<file path="src/rtl/mac_array_ctrl.sv">
// mac_array_ctrl: load / gap / execute / drain sequencer for the mac_tile grid.
// Row 0 gets its instruction combinationally; rows 1..row-1 see it through a
// one-cycle-per-row skew chain. Empty L0 cycles become bubbles because the
// array has no stall input of its own.
//
// state | meaning
// IDLE  | waiting for start, exec_len captured on accept
// LOAD  | col kernel-load slots, one L0 pop per slot
// GAP   | col quiet cycles so the kernel settles across the array
// EXEC  | len_q execute slots, one L0 pop per slot
// DRAIN | row+col-1 quiet cycles so the last psum leaves the south edge
// DONE  | single-cycle done pulse
module mac_array_ctrl #(
  parameter int row    = 8,
  parameter int col    = 8,
  parameter int len_bw = 8
) (
  input  logic              clk,
  input  logic              reset,
  input  logic              start,
  input  logic [len_bw-1:0] exec_len,
  input  logic              l0_empty,
  output logic              l0_rd,
  output logic [2*row-1:0]  inst_w,
  output logic              busy,
  output logic              done
);

  localparam int w_col = $clog2(col + 1);
  localparam int w_drn = $clog2(row + col);
  localparam int w_ab  = (len_bw > w_col) ? len_bw : w_col;
  localparam int cnt_w = (w_ab > w_drn) ? w_ab : w_drn;

  localparam logic [cnt_w-1:0] col_t = cnt_w'(col);
  localparam logic [cnt_w-1:0] drn_t = cnt_w'(row + col - 1);

  typedef enum logic [2:0] {
    IDLE  = 3'd0,
    LOAD  = 3'd1,
    GAP   = 3'd2,
    EXEC  = 3'd3,
    DRAIN = 3'd4,
    DONE  = 3'd5
  } state_t;

  state_t            state_q, state_d;
  logic [cnt_w-1:0]  cnt_q, cnt_d, cnt_inc, len_t;
  logic [len_bw-1:0] len_q;
  logic [1:0]        inst0;

  assign cnt_inc = cnt_q + cnt_w'(1);
  assign len_t   = cnt_w'(len_q);

  // State, counter and latched execute length.
  always_ff @(posedge clk) begin
    if (reset) begin
      state_q <= IDLE;
      cnt_q   <= '0;
      len_q   <= '0;
    end else begin
      state_q <= state_d;
      cnt_q   <= cnt_d;
      if (state_q == IDLE && start) len_q <= exec_len;
    end
  end

  // Next state, counter update and row-0 instruction / L0 pop.
  always_comb begin
    state_d = state_q;
    cnt_d   = cnt_q;
    inst0   = 2'b00;
    l0_rd   = 1'b0;
    done    = 1'b0;
    busy    = (state_q != IDLE);
    case (state_q)
      IDLE: begin
        cnt_d = '0;
        if (start) state_d = LOAD;
      end
      LOAD: begin
        if (!l0_empty) begin
          inst0 = 2'b01;
          l0_rd = 1'b1;
          if (cnt_inc == col_t) begin
            cnt_d   = '0;
            state_d = GAP;
          end else begin
            cnt_d = cnt_inc;
          end
        end
      end
      GAP: begin
        if (cnt_inc == col_t) begin
          cnt_d   = '0;
          state_d = (len_q == '0) ? DRAIN : EXEC;
        end else begin
          cnt_d = cnt_inc;
        end
      end
      EXEC: begin
        if (!l0_empty) begin
          inst0 = 2'b10;
          l0_rd = 1'b1;
          if (cnt_inc == len_t) begin
            cnt_d   = '0;
            state_d = DRAIN;
          end else begin
            cnt_d = cnt_inc;
          end
        end
      end
      DRAIN: begin
        if (cnt_inc == drn_t) begin
          cnt_d   = '0;
          state_d = DONE;
        end else begin
          cnt_d = cnt_inc;
        end
      end
      DONE: begin
        done    = 1'b1;
        state_d = IDLE;
      end
      default: begin
        state_d = IDLE;
        cnt_d   = '0;
      end
    endcase
  end

  generate
    if (row > 1) begin : g_skew
      logic [2*(row-1)-1:0] sk_q;

      // Skew chain: row r holds the row-0 instruction from r cycles ago.
      always_ff @(posedge clk) begin
        if (reset) begin
          sk_q <= '0;
        end else begin
          sk_q[1:0] <= inst0;
          for (int r = 1; r < row - 1; r++) begin
            sk_q[2*r +: 2] <= sk_q[2*(r-1) +: 2];
          end
        end
      end

      assign inst_w = {sk_q, inst0};
    end else begin : g_noskew
      assign inst_w = inst0;
    end
  endgenerate

endmodule

</file>
<file path="config.mk">
export PLATFORM = sky130hd
export DESIGN_NAME = mac_array_ctrl
export DESIGN_NICKNAME = d
export VERILOG_FILES = /design/src/rtl/mac_array_ctrl.sv
export SDC_FILE = /design/constraint.sdc
export NUM_CORES = 1
export LEC_CHECK = 0
export CAP_MARGIN = 40
export CORE_MARGIN = 4
export CORE_UTILIZATION = 30
export CTS_CLUSTER_SIZE = 25
export DETAILED_ROUTE_END_ITERATION = 10
export PLACE_DENSITY_LB_ADDON = 0.3
export RECOVER_POWER = 50
export SYNTH_ARGS = -nofsm -noshare
export SYNTH_HDL_FRONTEND = slang
export SYNTH_SLANG_ARGS = --single-unit
</file>
<file path="constraint.sdc">
create_clock -name clk -period 2.4 [get_ports clk]
set_clock_uncertainty 0.15 [all_clocks]
set_input_delay 0.48 -clock clk [delete_from_list [all_inputs] [get_ports clk]]
set_output_delay 0.48 -clock clk [all_outputs]
set_load 0.05 [all_outputs]
</file>
==> After elaboration in Yosys (flattened, before gate mapping) <==
Cells that the tools add are included.
{ "totals": {"register_bits": 33, "out_inout_bits": 19, "word_cells": 49, "in_bits": 12} }
{ "classes": {"n_mux": 21, "n_addsub": 1, "eq_ne": 15, "bitwise_logic": 1, "reduce_logical": 7} }
{ "ops": {"columns": ["operator", "count"], "rows": [
  ["8-bit two-way mux", 5],
  ["8-bit case mux with 5 select lines", 1],
  ["3-bit two-way mux", 8],
  ["8-bit by 4-bit equality test with 1-bit output (second input constant)", 2],
  ["3-bit case mux with 5 select lines", 1],
  ["2-bit inequality test (second input constant)", 7],
  ["8-bit by 1-bit adder with 8-bit output (second input constant)", 1],
  ["8-bit equality test", 1],
  ["8-bit logical NOT", 1],
  ["7-bit AND reduction", 1],
  ["3-bit by 2-bit equality test with 1-bit output (second input constant)", 2],
  ["3-bit equality test (second input constant)", 2],
  ["1-bit two-way mux", 4],
  ["2-bit case mux with 2 select lines", 1],
  ["3-bit by 1-bit equality test with 1-bit output (second input constant)", 1],
  ["3-bit logical NOT", 1],
  ["3-bit AND reduction", 1],
  ["3-bit nonzero test", 1],
  ["2-bit two-way mux", 1],
  ["2-bit OR reduction", 1],
  ["1-bit logical AND", 1],
  ["1-bit inverter", 1]
]} }

==> Depth between registers and ports, before layout <==
{ "depth": {"depth_word": 5, "mapped_depth": 9, "ltp_nobuf": 9} }

==> Worst setup path after synthesis <==
OpenSTA, ideal clock, no wires.
{ "synth_path": {"path_type": "reg-to-output", "startpoint": "register state_q[2]", "endpoint": "output inst_w[0]", "path_slack_ps": -63, "n_path_buf": 1, "arrival_ps": 1833, "required_time_ps": 1770, "path_stages_with_launch": 5, "path_cell_list": "dfxtp_1 > buf_2 > inv_1 > nand2_1 > nor3_1"} }
{ "synth_via": {"elab_chain_cells": 2, "word_cells_on_any_way": 3, "classes_between": "eq/ne (2); mux (1)"} }
{ "synth_lines": {"columns": ["element", "line", "text"], "rows": [
  ["from (decl)", "46", "state_t state_q, state_d;"],
  ["from (signal assigned)", "61", "state_q <= state_d;"],
  ["3-bit by 2-bit equality test with 1-bit output or 3-bit by 1-bit equality test with 1-bit output (tied branches)", "75", "case (state_q)"],
  ["2-bit case mux with 2 select lines *", "75", null],
  ["to (decl)", "24", "output logic [2*row-1:0] inst_w,"]
]} }
Every way passes the cells marked *; elsewhere a longest branch is shown, timed or not.

==> Worst setup path after layout <==
{ "layout_path": {"startpoint": "register cnt_q[0]", "endpoint": "register cnt_q[2]"} }
{ "layout_via": {"elab_chain_cells": 5, "word_cells_on_any_way": 10, "classes_between": "add/sub (1); eq/ne (3); mux (6)"} }
{ "layout_lines": {"columns": ["element", "line", "text"], "rows": [
  ["from (decl)", "47", "logic [cnt_w-1:0] cnt_q, cnt_d, cnt_inc, len_t;"],
  ["from (signal assigned)", "62", "cnt_q <= cnt_d;"],
  ["8-bit by 1-bit adder with 8-bit output *", "51", "assign cnt_inc = cnt_q + cnt_w'(1);"],
  ["8-bit equality test or 8-bit by 4-bit equality test with 1-bit output (tied branches)", "104, 84, 93", null],
  ["8-bit two-way mux, on equally long branches", "104, 84, 93", null],
  ["8-bit two-way mux, on equally long branches", "101, 81", null],
  ["8-bit case mux with 5 select lines *", "75", null]
]} }
Every way passes the cells marked *; elsewhere a longest branch is shown, timed or not. The select of a mux whose other input is x is not followed.
A chain may end at the register's enable or synchronous reset.

==> impl_results.md <==
* Slowest stage cell, crit path: dfxtp_4
* Die width at 85.9 um
* Post-synthesis sequential area ratio at 36.3%
* CP Depth at 9
* Antenna violations before repair at 0
* CP cell instances: ha_4, buf_6, a21oi_2, o211ai_1, a211oi_4, nand3_2, a211oi_4, a2111oi_1, a31o_1
* GRT Total Usage at 12.8%
* DP HPWL at 3400 um
* Met3 GRT Util at 2.69%
* DR iter-0 viols at 67
* I/O pin total at 31
* CP dominant cell by count: a211oi_4
* Final WL at 4750 um
* DRC errors left at 0
* Cell Area, Synth at 1820 um2
* Critical Path End: cnt_q[2]
* Cell count after synthesis at 221
* CTS tree: built
* CP delay by family, top: compound AO/OA/AOI/OAI gates
* # diodes at 0
* Pre-Repair DR Iteration Count at 4
* Grt ovf at 0
* Post-synth EDFFs at 0
* Post-layout utilization of the core at 44.6%
* Hold_buf cts at 0
* Max rail drop VDD at 0.000279 V
* Nets at 282
* Yosys top cell by area: dfxtp_1
* Synth Flop Type: dfxtp_1
* R2r setup slk at 70 ps
* Run status: complete, no violations
* Ranking of synthesized cells by area: dfxtp_1 36%, nand2_1 6.8%, nor2b_1 4.8%
* Worst path bufs/invs at 1
* Max cap viols at 0
* Layout cell share with drive strength beyond 1 at 24.9%
* Routed Antenna Nets at 0
* CP Data Arrival Time at 2360 ps
* Worst-Skew Late Latency at 280 ps
* R2R Path End: cnt_q[2]
* Number of global-route vias before repair at 1,622
* Largest stage delay, worst path at 360 ps
* # port buffers at 30
* Post-synth top area share at 36.3%
* Worst relative slew slack at 58.5%
* P_leak at 0.985 nW
* Largest net degree at the start of global routing at 33
* FFs w/ async S/R, synth at 0%
* Yosys reg bits at 33
* Gpl congestion at 0.893
* R2R cell count at 9
* CP startpoint: cnt_q[0]
* Unique cell type count in the Yosys netlist at 53
* PwrDens at 501 nW/um2
* CP Launch Type: register
* H-tree levels at 2
* Max frequency at 429 MHz
* Row count at 28
* Initial Util at 30.9%
* Data required time of the worst path at 2430 ps
* CTS Sinks at 33
* P&R area growth vs syn at 44.3%
* Total CTS buffers at 5
* Slew @ Worst Pin at 625 ps
* Clock transition at the registers of the reported paths at 70 ps
* Final number of hold-violating endpoints at 0
* Core ar. at 5890 um2
* Die Ht at 85.9 um
* Drt via density at 5.15
* Clk root buf: clkbuf_8
* Yosys synthesis warning count at 0
* Setup_tns at 0 ps
* Tcrit/Tclk final at 97.2%
* Worst-path fanout max at 6
* Minimum period implied by the final worst setup slack at 2330 ps
* Hold/Removal Path Class: register to register
* RR Startpoint: cnt_q[0]
* Mapped Avg Cell Area at 8.23 um2
* Global-route met1 utilization at 16.9%
* Final setup viols at 0
* RSZ-0062 raised after global routing: yes
* CP Class: register to register
* Post-Syn Nets at 235
* Die ar. at 7370 um2
* Final Max Tran Viols at 0
* Vias at 1,772
* Global-route wire length before repair at 7560 um
* Synth top cells by count: 33 x dfxtp_1, 33 x nand2_1, 17 x a21oi_1
* CTS Buffer Depth at 2
* Crit. End Element: register
* M2 GR Usage at 19.8%
* Gr busiest metal: met2
* Routed len/inst at 13.8 um
## worst min path at each step
| stage | start | end | slack (ps) | depth (start not counted) |
|---|---|---|---|---|
| 2_1_floorplan | len_q[6] | len_q[6] | 310 | 2 |
| 3_3_place_gp | g_skew.sk_q[7] | g_skew.sk_q[9] | 290 | 1 |
| 3_5_place_dp | g_skew.sk_q[6] | g_skew.sk_q[8] | 300 | 1 |
| 4_1_cts | g_skew.sk_q[11] | g_skew.sk_q[13] | 310 | 1 |
| 5_1_grt | g_skew.sk_q[4] | g_skew.sk_q[6] | 320 | 1 |
| 6_report | g_skew.sk_q[11] | g_skew.sk_q[13] | 310 | 1 |
## per-layer routing
metal | vias up | wire length, um
li1 | 886 | -
met1 | 803 | 2140
met2 | 70 | 2130
met3 | 13 | 322
met4 | 0 | 160
met5 | - | 0
## power by group
group | switching, mW | internal (mW) | total [mW]
logic | 0.109 | 0.0843 | 0.193
clock network | 0.207 | 0.339 | 0.546
registers | 0.0149 | 0.560 | 0.575
## cell type report
class	instances	area (um2)
clock inverter	1	30.0
multi-input combinational	164	1200
sequential	33	671
timing repair buffer	54	502
tap	75	93.8
clock buffer	7	86.3
inverter	10	37.5
fill	588	3260
## sequential cells by signal (all words and copies together) (netlist names)
signal	flops
cnt_q	8
g_skew.sk_q	14
len_q	8
state_q	3
## repair_timing
item	in CTS	in global routing
pin swaps	1	12
buffers inserted	1	0
resized for setup	4	27
endpoints found under the setup margin	4	10
## kinds of logic after synthesis
kind of cell,Yosys count,synth area share (%)
buf+inv,24,5.36
compound gates,53,22.4
mux,1,0.619
fa+ha+maj,2,1.38
flops,33,36.3
simple gates,98,28.3
xor+xnor,10,5.64
## per-stage QoR
| stage | instances | power, mW | instance area [um2] | hold slack (ps) | setup WS (ps) |
|---|---|---|---|---|---|
| floorplan | 221 | 0.700 | 1820 | 310 | -63.0 |
| global placement | 335 | 0.771 | 2350 | 291 | -24.8 |
| detailed placement | 335 | 0.773 | 2350 | 302 | -35.1 |
| CTS | 344 | 1.32 | 2500 | 313 | 3.85 |
| global route | 344 | 1.37 | 2630 | 324 | -19.4 |
| finish | 344 | 1.31 | 2630 | 311 | 67.8 |
## cells in the final DEF, fill, tap and decap left out, types with 3 or more instances in the layout
| cell | n |
|---|---|
| nand2_1 | 33 |
| clkdlybuf4s50_1 | 23 |
| xor2_1 | 4 |
| nor3_1 | 4 |
| clkbuf_8 | 6 |
| clkbuf_1 | 3 |
| o211ai_1 | 4 |
| nor2_1 | 10 |
| nor2b_1 | 14 |
| inv_1 | 10 |
| buf_12 | 3 |
| o21ai_0 | 3 |
| nand3_2 | 3 |
| a21oi_1 | 16 |
| and3_1 | 3 |
| nand4_1 | 3 |
| nand3_1 | 5 |
| dfxtp_1 | 27 |
| dfxtp_2 | 5 |
| nor4_1 | 4 |
| o21a_1 | 3 |
| buf_4 | 23 |
| nand3b_1 | 4 |
| a31oi_1 | 4 |
Note: power is estimated with default switching activity, not from simulation.
